==> config.mk <==
export PLATFORM = sky130hd
export DESIGN_NAME = pipe_addsub
export DESIGN_NICKNAME = d
export VERILOG_FILES = /design/src/rtl/pipe_addsub.sv
export SDC_FILE = /design/constraint.sdc
export NUM_CORES = 1
export LEC_CHECK = 0
export ABC_AREA = 1
export CORE_MARGIN = 8
export CORE_UTILIZATION = 45
export DETAILED_ROUTE_END_ITERATION = 7
export GPL_ROUTABILITY_DRIVEN = 0
export PLACE_DENSITY = 0.79
export SLEW_MARGIN = 10
export SYNTH_ARGS = -nofsm -noshare
export SYNTH_HDL_FRONTEND = slang
export SYNTH_SLANG_ARGS = --single-unit
export TNS_END_PERCENT = 30
==> constraint.sdc <==
create_clock -name clk -period 2.5 [get_ports clk]
set_input_delay 0.5 -clock clk [delete_from_list [all_inputs] [get_ports clk]]
set_output_delay 0.5 -clock clk [all_outputs]
set_load 0.05 [all_outputs]
==> src/rtl/pipe_addsub.sv <==
// Pipelined carry-segmented adder/subtractor: each SEG-bit slice ripples in its own
// stage, carries are registered between stages, and a valid/ready stream wraps it.

module pipe_addsub_seg #(
    parameter int WIDTH = 32,
    parameter int SEG   = 8,
    parameter int K     = 0
) (
    input  logic             clk,
    input  logic             rst_n,
    input  logic             adv,
    input  logic [WIDTH-1:0] a_i,
    input  logic [WIDTH-1:0] b_i,
    input  logic [WIDTH-1:0] s_i,
    input  logic             c_i,
    input  logic             z_i,
    output logic [WIDTH-1:0] a_q,
    output logic [WIDTH-1:0] b_q,
    output logic [WIDTH-1:0] s_q,
    output logic             c_q,
    output logic             z_q
);
    logic [SEG:0]     sum;
    logic [WIDTH-1:0] s_n;

    // Ripple only slice K; lower slices arrive already summed, upper ones untouched.
    always_comb begin
        sum = {1'b0, a_i[K*SEG +: SEG]} + {1'b0, b_i[K*SEG +: SEG]} + {{SEG{1'b0}}, c_i};
        s_n = s_i;
        s_n[K*SEG +: SEG] = sum[SEG-1:0];
    end

    always_ff @(posedge clk or negedge rst_n) begin
        if (!rst_n) begin
            a_q <= '0;
            b_q <= '0;
            s_q <= '0;
            c_q <= 1'b0;
            z_q <= 1'b0;
        end else if (adv) begin
            a_q <= a_i;
            b_q <= b_i;
            s_q <= s_n;
            c_q <= sum[SEG];
            z_q <= z_i && (sum[SEG-1:0] == '0);
        end
    end
endmodule

module pipe_addsub #(
    parameter int WIDTH = 32,
    parameter int SEG   = 8
) (
    input  logic             clk,
    input  logic             rst_n,
    input  logic             in_valid,
    output logic             in_ready,
    input  logic [WIDTH-1:0] a,
    input  logic [WIDTH-1:0] b,
    input  logic             cin,
    input  logic             sub,
    output logic             out_valid,
    input  logic             out_ready,
    output logic [WIDTH-1:0] s,
    output logic             co,
    output logic             ovf,
    output logic             zero
);
    localparam int STAGES = WIDTH / SEG;

    logic [STAGES:0][WIDTH-1:0] a_p, b_p, s_p;
    logic [STAGES:0]            c_p, z_p;
    logic [STAGES:0]            vld_pipe;
    logic [STAGES:1]            vld_q;
    logic                       adv;
    logic                       unused_tail;

    // One global enable: the whole pipe moves or the whole pipe holds, so bubbles keep their slots.
    assign adv       = !vld_pipe[STAGES] || out_ready;
    assign in_ready  = adv;
    assign vld_pipe  = {vld_q, in_valid};

    // Subtraction as a + ~b + ~cin, which makes co read as "no borrow".
    assign a_p[0] = a;
    assign b_p[0] = sub ? ~b : b;
    assign s_p[0] = '0;
    assign c_p[0] = sub ^ cin;
    assign z_p[0] = 1'b1;

    always_ff @(posedge clk or negedge rst_n) begin
        if (!rst_n)
            vld_q <= '0;
        else if (adv)
            vld_q <= vld_pipe[STAGES-1:0];
    end

    for (genvar k = 0; k < STAGES; k++) begin : g_stage
        pipe_addsub_seg #(
            .WIDTH (WIDTH),
            .SEG   (SEG),
            .K     (k)
        ) u_seg (
            .clk   (clk),
            .rst_n (rst_n),
            .adv   (adv),
            .a_i   (a_p[k]),
            .b_i   (b_p[k]),
            .s_i   (s_p[k]),
            .c_i   (c_p[k]),
            .z_i   (z_p[k]),
            .a_q   (a_p[k+1]),
            .b_q   (b_p[k+1]),
            .s_q   (s_p[k+1]),
            .c_q   (c_p[k+1]),
            .z_q   (z_p[k+1])
        );
    end

    assign out_valid = vld_pipe[STAGES];
    assign s         = s_p[STAGES];
    assign co        = c_p[STAGES];
    assign zero      = z_p[STAGES];
    // Operand sign bits ride along to the last stage purely for the overflow flag.
    assign ovf       = (a_p[STAGES][WIDTH-1] == b_p[STAGES][WIDTH-1]) &&
                       (s_p[STAGES][WIDTH-1] != a_p[STAGES][WIDTH-1]);

    assign unused_tail = ^{a_p[STAGES][WIDTH-2:0], b_p[STAGES][WIDTH-2:0]};
endmodule
==> flow_metrics.py, run 1 <==
metrics = {
    "global_route": {
        "met3_usage_pct": 3.712,
        "track_usage_pct": 15.71,
        "grt_overflow": 0,
        "grt-busiest-layer": "met2",
        "grt_max_degree": 68,
        "antenna_found_initial": 0,
        "met1_usage_pct": 21.87,
        "grt_pass1_wl_um": 31080,
        "grt_pass1_vias": 6509,
        "grt_util_met2_pct": 24.03,
    },
    "worst_setup_path": {
        "critPathKind": "flip-flop to output port",
        "reg2reg_from": "g_stage[2].u_seg.a_q[24]",
        "reg2reg_slack_ns": 0.48,
        "end_kind": "output port",
        "cp.required_ns": 2.00,
        "worst_setup_path_start_kind": "flip-flop",
        "crit_arrival_ns": 1.86,
        "cp_max_fo": 3,
        "r2r_end": "g_stage[3].u_seg.z_q",
        "reg2reg_depth": 9,
    },
    "die": {
        "fp.dieArea_um2": 24330,
        "initial_core_util_pct": 45.62,
        "die_w_um": 156.0,
        "num_rows": 51,
        "fp.dieH_um": 156.0,
        "ios": 107,
        "core_area_um2": 19330,
    },
    "synthesis": {
        "synth_seq_area_share_pct": 53.91,
        "synth_edf_count": 0,
        "synth_nets": 1125,
        "yosysWarningCount": 0,
        "ys_types": 26,
        "ys_seq_elements": 190,
        "synth_top_area_cell": "dfrtp_1",
        "synth_area_leaders": "dfrtp_1 (54%), nand2_1 (16%), o21ai_0 (7.1%)",
        "ys.flop_type": "dfrtp_1",
        "synth_common_cells": "nand2_1 (387), dfrtp_1 (190), o21ai_0 (126), inv_1 (89), nor2_1 (31)",
        "post-synth-top-count-cell": "nand2_1",
        "syn-cell-area_um2": 8820,
        "syn_inst": 1019,
        "synth_top_area_share_pct": 53.91,
        "async_reset_ff_share_pct": 100.0,
        "synth.avg_cell_area_um2": 8.655,
    },
    "power": {
        "peakVddDrop_mv": 0.5100,
        "powerDensity_nw_per_um2": 1294,
        "p_total_uw": 13950,
        "power.leakage_uw": 0.005274,
    },
    "run": {
        "drv_cap": 0,
    },
    "route": {
        "post-route-drc-count": 0,
        "via_per_inst": 4.728,
        "drt-total-wl_um": 18110,
        "drtPass1Iterations": 5,
        "drtIter0Drc": 397,
        "postRouteAntennaNets": 0,
        "num_vias": 6596,
        "wl_per_cell_um": 12.98,
    },
    "finish": {
        "drive_gt1_share_pct": 5.133,
        "area_growth_pct": 22.24,
        "multi_input_area_um2": 3501,
        "seq_area_um2": 4755,
        "nets": 1223,
        "layout.cells.non_filler": 1395,
        "antenna_cells": 0,
        "fillers": 1653,
        "design_area_um2": 10780,
    },
    "sta": {
        "rsz0062_at_grt": "false",
        "min_period_ns": 2.355,
        "worstMarginPinSlew_ns": 0.5715,
        "skew_ns": 0.007270,
        "whs_ns": 0.07016,
        "setup_viol": 0,
        "hold_viol": 0,
        "fmax_ghz": 0.4246,
        "slew_headroom_pct": 61.78,
        "fin_crit_sh_pct": 94.22,
        "slew_viol_final": 0,
        "setup_tns_ns": 0,
    },
    "clocking": {
        "clock_latency_ns": 0.43,
        "numClockSinks": 190,
        "cts_tree": "built",
        "ctsResizeCount": 0,
        "cts_buffers": 17,
        "post_cts_buffers": 0,
        "root_buffer": "clkbuf_16",
        "hold_buffers": 0,
        "cts.htree.levels": 4,
        "clock_path_buffers": 2,
        "path_clk_slew_ns": 0.07,
    },
    "placed_design": {
        "placed_cells": 1363,
        "placed_cell_area_um2": 10200,
        "portBuffers": 106,
        "dp.final_hpwl_um": 13030,
    },
    "outcome": {
        "outcome": "finished, final reports clean",
    },
    "hold_path": {
        "min_path_type": "input pin to async pin",
    },
}
==> stage by stage <==
stage | setup WS, ns | utilization (%)
6_report | 0.1446 | 55.76
3_3_place_gp | -0.04878 | 52.74
2_1_floorplan | 0.1315 | -
3_5_place_dp | -0.04868 | 52.74
4_1_cts | 0.1193 | 55.76
5_1_grt | 0.03849 | 55.76
==> cells in the final DEF (no fill, tap or decap), types with 12 or more instances in the layout <==
master	n
nand2_1	387
dfrtp_1	190
o21ai_0	126
clkdlybuf4s50_1	103
inv_1	89
nor2_1	31
xnor2_1	28
nand3_1	28
ha_1	28
clkbuf_16	17
a21oi_1	16
buf_4	13
nand3b_1	12
==> cell families after synthesis <==
logic type | synth area share [%]
AOI/OAI and AO/OA | 9.065
xor gates and xnor gates | 3.774
adders and majority gates | 5.788
and+or+nand+nor | 21.01
DFF | 53.91
buffers and inverters | 6.455
==> worst max path at each step <==
stage,slack [ns],start,cells past startpoint,end
after global routing,0.04,g_stage[3].u_seg.s_q[31],4,ovf
after detailed placement,-0.05,b[0],10,g_stage[0].u_seg.z_q
after global placement,-0.05,b[0],10,g_stage[0].u_seg.z_q
after CTS,0.12,g_stage[3].u_seg.s_q[31],4,ovf
after floorplan,0.13,sub,11,g_stage[0].u_seg.z_q
final,0.14,g_stage[3].u_seg.s_q[31],4,ovf
==> routing by layer <==
layer	up-vias	share of wire, %
met5	-	0
met4	0	0.81
met3	12	5.0
met2	136	45
met1	3054	49
li1	3394	-
==> area by class of cell <==
class	count	share of cell area, %
multi-input cells	694	32.47
repair buffers	124	11.76
well taps	265	3.075
flip-flops and latches	190	44.10
clock inverters	7	0.7311
inverters	90	3.180
clock buffers	25	4.688
==> worst max-delay path, cell delays in order (launching register included) <==
cell and delay, ns:
dfrtp_1 0.39, inv_1 0.08, a21oi_1 0.06, nor2_1 0.09, clkdlybuf4s50_1 0.81
==> report_power, final <==
group	leakage (µW)	total, µW	internal (µW)	switching, µW
registers	0.00230	5150	4420	731
clock network	0.000276	2640	1510	1130
logic	0.00270	6160	2230	3930
==> sequential cells by signal (all words and copies together) (netlist names) <==
register	count
g_stage.u_seg.a_q	49
g_stage.u_seg.b_q	49
g_stage.u_seg.c_q	4
g_stage.u_seg.s_q	80
g_stage.u_seg.z_q	4
vld_q	4
Note: power is estimated with default switching activity, not from simulation.
==> run 2: changes to the inputs <==
Settings changed: CORE_UTILIZATION 45 to 29, PLACE_DENSITY 0.79 to 0.59, REMOVE_ABC_BUFFERS set to 1.
==> run 2 against run 1 <==
  * Global-route usage down 4.6 points
  * Sequential power down 1%
  * Count of clock-buffer cells in the layout down 6
  * Utilization down 20 points
  * Register-to-register slack about the same
  * Sequential share of layout area down 0.73 points
  * Critical path depth unchanged
  * Combinational power down 0.8%
  * Final area up 1.7%
  * Final cell count up 9.3%
  * Clock power about the same
  * Die area up 49%
  * Critical path type unchanged
  * Largest cell class unchanged
==> flow_metrics.py, run 2 (synthesis gave the netlist of run 1 again) <==
metrics = {
    "worst_setup_path": {
        "path_buf_inv": 2,
        "reg2reg_depth": 9,
        "critPathTopFamily": "buffers and inverters",
        "critPathKind": "flip-flop to output port",
        "worst_setup_path_start_kind": "flip-flop",
        "reg2reg_from": "g_stage[2].u_seg.a_q[24]",
        "cp.required_ns": 2.00,
        "cp_slowest_cell": "clkdlybuf4s50_1",
        "crit_start": "g_stage[3].u_seg.s_q[31]",
        "r2r_end": "g_stage[3].u_seg.z_q",
        "reg2reg_slack_ns": 0.49,
        "crit_arrival_ns": 1.83,
        "cp_max_fo": 3,
        "critPathMaxStageDelay_ns": 0.80,
        "crit_cells": 4,
        "end_kind": "output port",
        "cp_cell_sequence": "inv_1 > a21oi_1 > nor2_1 > clkdlybuf4s50_1",
        "endpoint": "ovf",
    },
    "route": {
        "post-route-drc-count": 0,
        "met1_length_um": 9439,
        "postRouteAntennaNets": 0,
        "route.met3.wl_um": 797,
        "wl_met2_um": 8760,
        "drt-total-wl_um": 19170,
        "num_vias": 6567,
        "drtPass1Iterations": 6,
        "wl_per_cell_um": 12.57,
        "drtIter0Drc": 348,
        "top_layer": "met5",
        "via_per_inst": 4.306,
    },
    "die": {
        "fp.dieArea_um2": 36250,
        "ios": 107,
        "die_w_um": 190.4,
        "num_rows": 64,
        "fp.dieH_um": 190.4,
        "initial_core_util_pct": 29.14,
        "core_area_um2": 30270,
    },
    "sta": {
        "min_period_ns": 2.329,
        "fmax_ghz": 0.4293,
        "rsz0062_at_grt": "false",
        "fin_ws_ns": 0.1706,
        "worstMarginPinSlew_ns": 0.5931,
        "slew_headroom_pct": 60.34,
        "fin_crit_sh_pct": 93.18,
        "slew_viol_final": 0,
        "skew_ns": 0.01033,
        "hold_viol": 0,
        "setup_viol": 0,
    },
    "hold_path": {
        "min_path_type": "input pin to async pin",
    },
    "finish": {
        "final_cell_mix": "nand2_1 (387), dfrtp_1 (190), o21ai_0 (126), clkdlybuf4s50_1 (103), inv_1 (89)",
        "antenna_cells": 0,
        "largest_reg_flops": 80,
        "largest-register": "g_stage.u_seg.s_q",
        "nets": 1222,
        "drive_gt1_share_pct": 5.314,
        "reg.largest.list": "g_stage.u_seg.s_q: 80 flops, g_stage.u_seg.a_q: 49 flops, g_stage.u_seg.b_q: 49 flops",
        "fillers": 3121,
        "postLayoutCoreUtil_pct": 36.22,
        "final_common_cell": "nand2_1",
        "area_growth_pct": 24.32,
    },
    "clocking": {
        "clock_path_buffers": 2,
        "hold_buffers": 0,
        "cts.htree.levels": 4,
        "root_buffer": "clkbuf_16",
        "clock_latency_ns": 0.42,
        "numClockSinks": 190,
        "post_cts_buffers": 0,
        "cts_buffers": 17,
        "ctsResizeCount": 0,
        "cts_tree": "built",
        "path_clk_slew_ns": 0.07,
    },
    "placed_design": {
        "dp.final_hpwl_um": 13390,
        "portBuffers": 106,
        "dp_slack_ns": -0.1396,
    },
    "power": {
        "power.leakage_uw": 0.005292,
        "powerDensity_nw_per_um2": 1265,
        "p_total_uw": 13870,
        "peakVddDrop_mv": 0.5392,
    },
    "global_route": {
        "grt_pass1_wl_um": 33140,
        "grt_overflow": 0,
        "grt_pass1_vias": 6798,
        "antenna_found_initial": 2,
        "grt_max_degree": 62,
        "track_usage_pct": 11.14,
    },
    "run": {
        "drv_cap": 0,
    },
    "outcome": {
        "outcome": "finished, final reports clean",
    },
}
-- run 2: through the flow --
stage	TNS, ns	hold WS, ns	area, µm²	cells
2_1_floorplan	-247.66	0.2044	8588	974
3_3_place_gp	-0.07281	0.4486	10390	1493
3_5_place_dp	-0.1396	0.4593	10390	1493
4_1_cts	0	0.05785	10960	1525
5_1_grt	0	0.07854	10960	1525
6_report	0	0.05875	10960	1525
-- run 2: worst min path at each step --
stage                       startpoint                  endpoint  slack [ns]
2_1_floorplan                    rst_n  g_stage[0].u_seg.a_q[10]        0.20
3_5_place_dp   g_stage[1].u_seg.s_q[5]   g_stage[1].u_seg.s_q[5]        0.46
4_1_cts                          rst_n  g_stage[2].u_seg.s_q[23]        0.06
5_1_grt                          rst_n  g_stage[0].u_seg.a_q[24]        0.08
6_report                         rst_n                  vld_q[4]        0.06
3_3_place_gp                  vld_q[3]                  vld_q[4]        0.45
-- run 2: final cells by class --
type	count	area, µm²	share of cell area, %
clock buffer	19	452.9	4.131
clock inverter	13	120.1	1.096
inverter	90	342.8	3.127
multi-input combinational	694	3501	31.93
sequential	190	4755	43.36
tap	396	495.5	4.519
timing repair buffer	123	1297	11.83
-- run 2: worst register-to-register path: stages, from the launching register on --
cell and delay, ns:
dfrtp_1 0.41, fa_1 0.48, fa_1 0.44, nand3_1 0.13
nand3_1 0.09, nand2_1 0.07, nand3_1 0.10, nor2_1 0.13
nand2_1 0.05, nand2_1 0.05
-- run 2: report_power, final --
group | leakage (µW) | switching [µW] | internal [µW]
clock network | 0.000286 | 1300 | 1370
logic | 0.00270 | 3860 | 2250
registers | 0.00230 | 671 | 4410
total | 0.00529 | 5830 | 8040
-- run 2: layer usage --
metal,vias to the layer above,GRT usage [%]
met1,3067,14.44
met4,4,2.715
met3,12,2.944
li1,3395,-
met2,89,18.27
met5,-,0
==> run 3: changes to the inputs <==
==> constraint.sdc (replaced) <==
create_clock -name clk -period 2.5 [get_ports clk]
set_input_delay 0.5 -clock clk [delete_from_list [all_inputs] [get_ports clk]]
set_output_delay 0.5 -clock clk [all_outputs]
set_load 0.02 [all_outputs]
==> run 3 against run 2 <==
  * Combinational power shrank 12%
  * Critical endpoint is now in_ready
  * Global-route usage shrank 0.20 points
  * Routed wire length shrank 1.2%
==> flow_metrics.py, run 3 (synthesis gave the netlist of run 1 again) <==
metrics = {
    "route": {
        "via_per_inst": 4.300,
        "postRouteAntennaNets": 0,
        "drtPass1Iterations": 4,
        "wl_per_cell_um": 12.46,
        "num_vias": 6536,
        "drt-total-wl_um": 18930,
        "drtIter0Drc": 331,
        "post-route-drc-count": 0,
    },
    "sta": {
        "min_period_ns": 2.176,
        "setup_viol": 0,
        "slew_headroom_pct": 66.16,
        "rsz0062_at_grt": "false",
        "fmax_ghz": 0.4595,
        "hold_viol": 0,
        "slew_viol_final": 0,
        "skew_ns": 0.01189,
        "worstMarginPinSlew_ns": 0.5075,
        "fin_crit_sh_pct": 87.06,
    },
    "die": {
        "ios": 107,
        "initial_core_util_pct": 29.14,
        "fp.dieArea_um2": 36250,
        "core_area_um2": 30270,
        "num_rows": 64,
        "fp.dieH_um": 190.4,
        "die_w_um": 190.4,
    },
    "placed_design": {
        "portBuffers": 106,
        "placed_cells": 1488,
        "dp.final_hpwl_um": 13030,
    },
    "finish": {
        "layout.cells.non_filler": 1520,
        "largest_reg_flops": 80,
        "final_common_cell": "nand2_1",
        "largest-register": "g_stage.u_seg.s_q",
        "multi_input_area_um2": 3501,
        "reg.largest.list": "g_stage.u_seg.s_q: 80 flops, g_stage.u_seg.a_q: 49 flops, g_stage.u_seg.b_q: 49 flops",
        "final_cell_mix": "nand2_1 (387), dfrtp_1 (190), o21ai_0 (126), clkdlybuf4s50_1 (104), inv_1 (89)",
        "seq_area_um2": 4755,
        "fillers": 3119,
        "drive_gt1_share_pct": 4.804,
        "area_growth_pct": 23.78,
        "nets": 1217,
        "antenna_cells": 0,
    },
    "global_route": {
        "grt_max_degree": 107,
        "track_usage_pct": 10.94,
        "grt_overflow": 0,
        "grt_pass1_wl_um": 32680,
        "antenna_found_initial": 1,
        "grt_pass1_vias": 6642,
    },
    "worst_setup_path": {
        "crit_start": "out_ready",
        "worst_setup_path_start_kind": "input pin",
        "cp_common_cell": "clkdlybuf4s50_1",
        "critPathKind": "input pin to output port",
        "cp_cell_sequence": "clkdlybuf4s50_1 > inv_1 > nand2_4 > clkdlybuf4s50_1",
        "critPathMaxStageDelay_ns": 0.60,
        "cp.required_ns": 2.00,
        "end_kind": "output port",
        "cp_max_fo": 2,
        "crit_arrival_ns": 1.68,
        "cp_slowest_cell": "clkdlybuf4s50_1",
        "reg2reg_from": "g_stage[2].u_seg.a_q[24]",
    },
    "power": {
        "powerDensity_nw_per_um2": 1207,
        "peakVddDrop_mv": 0.5669,
        "switchingPower_uw": 5113,
        "pwr-share-clk_pct": 20.6,
        "p_sw_share_pct": 38.79,
        "power.leakage_uw": 0.005262,
        "power.internal_uw": 8068,
        "p_total_uw": 13180,
        "pwr-share-comb_pct": 40.8,
        "seqPwrFrac_pct": 38.6,
    },
    "clocking": {
        "hold_buffers": 0,
        "path_clk_slew_ns": 0.08,
        "cts_tree": "built",
        "cts.htree.levels": 4,
        "numClockSinks": 190,
        "post_cts_buffers": 0,
        "cts_buffers": 17,
        "root_buffer": "clkbuf_16",
        "clock_latency_ns": 0.43,
        "ctsResizeCount": 0,
        "clock_path_buffers": 2,
    },
    "run": {
        "drv_cap": 0,
    },
    "hold_path": {
        "min_path_type": "input pin to async pin",
    },
    "outcome": {
        "outcome": "finished, final reports clean",
    },
}
==> run 3: layer usage <==
metal	wire (µm)	track usage (%)	share of wire [%]
met5	9	0	0.048
met4	140	2.536	0.74
met3	798	2.890	4.2
met2	8678	17.53	46
met1	9306	14.59	49
==> run 3: power groups by stage <==
stage	Clock, µW	Combinational, µW	Sequential (µW)
after detailed placement	0	5470	5170
after CTS	2830	5490	5120
after global placement	0	5350	5130
final	2720	5370	5090
after floorplan	0	3400	5330
after global routing	2960	6240	5280
==> run 3: critical path: cells and delay by family <==
kind	cells	cell delay (ns)
buffers and inverters	3	1.11
AND/OR/NAND/NOR	1	0.07
==> run 3: per-stage QoR <==
step / cell area, µm² / hold WS [ns] / util [%] / setup WS [ns] / setup TNS (ns)
6_report: 10920 / 0.06566 / 36.07 / 0.3235 / 0
5_1_grt: 10920 / 0.07262 / 36.07 / 0.2194 / 0
4_1_cts: 10920 / 0.06128 / 36.07 / 0.3123 / 0
3_5_place_dp: 10330 / 0.4418 / 34.13 / -0.1106 / -0.1106
3_3_place_gp: 10330 / 0.4313 / 34.13 / -0.08122 / -0.08122
2_1_floorplan: 8588 / 0.2044 / - / -1.582 / -200.43
==> run 3: area by class of cell <==
class / count / area share (%)
sequential: 190 / 43.55
clock inverter: 14 / 1.341
clock buffer: 18 / 4.023
multi-input combinational: 694 / 32.07
timing repair buffer: 118 / 11.34
tap: 396 / 4.539
inverter: 90 / 3.140
==> run 3: final timing paths <==
kind	slack (ns)	endpoint	depth (start not counted)
setup / recovery	0.32	in_ready	4
hold / removal	0.07	g_stage[0].u_seg.a_q[24]	1
setup reg to reg	0.46	g_stage[3].u_seg.z_q	9
hold reg to reg	0.45	vld_q[4]	2
max in group asynchronous	1.73	g_stage[0].u_seg.b_q[18]	2
min in group clk	0.45	vld_q[4]	2
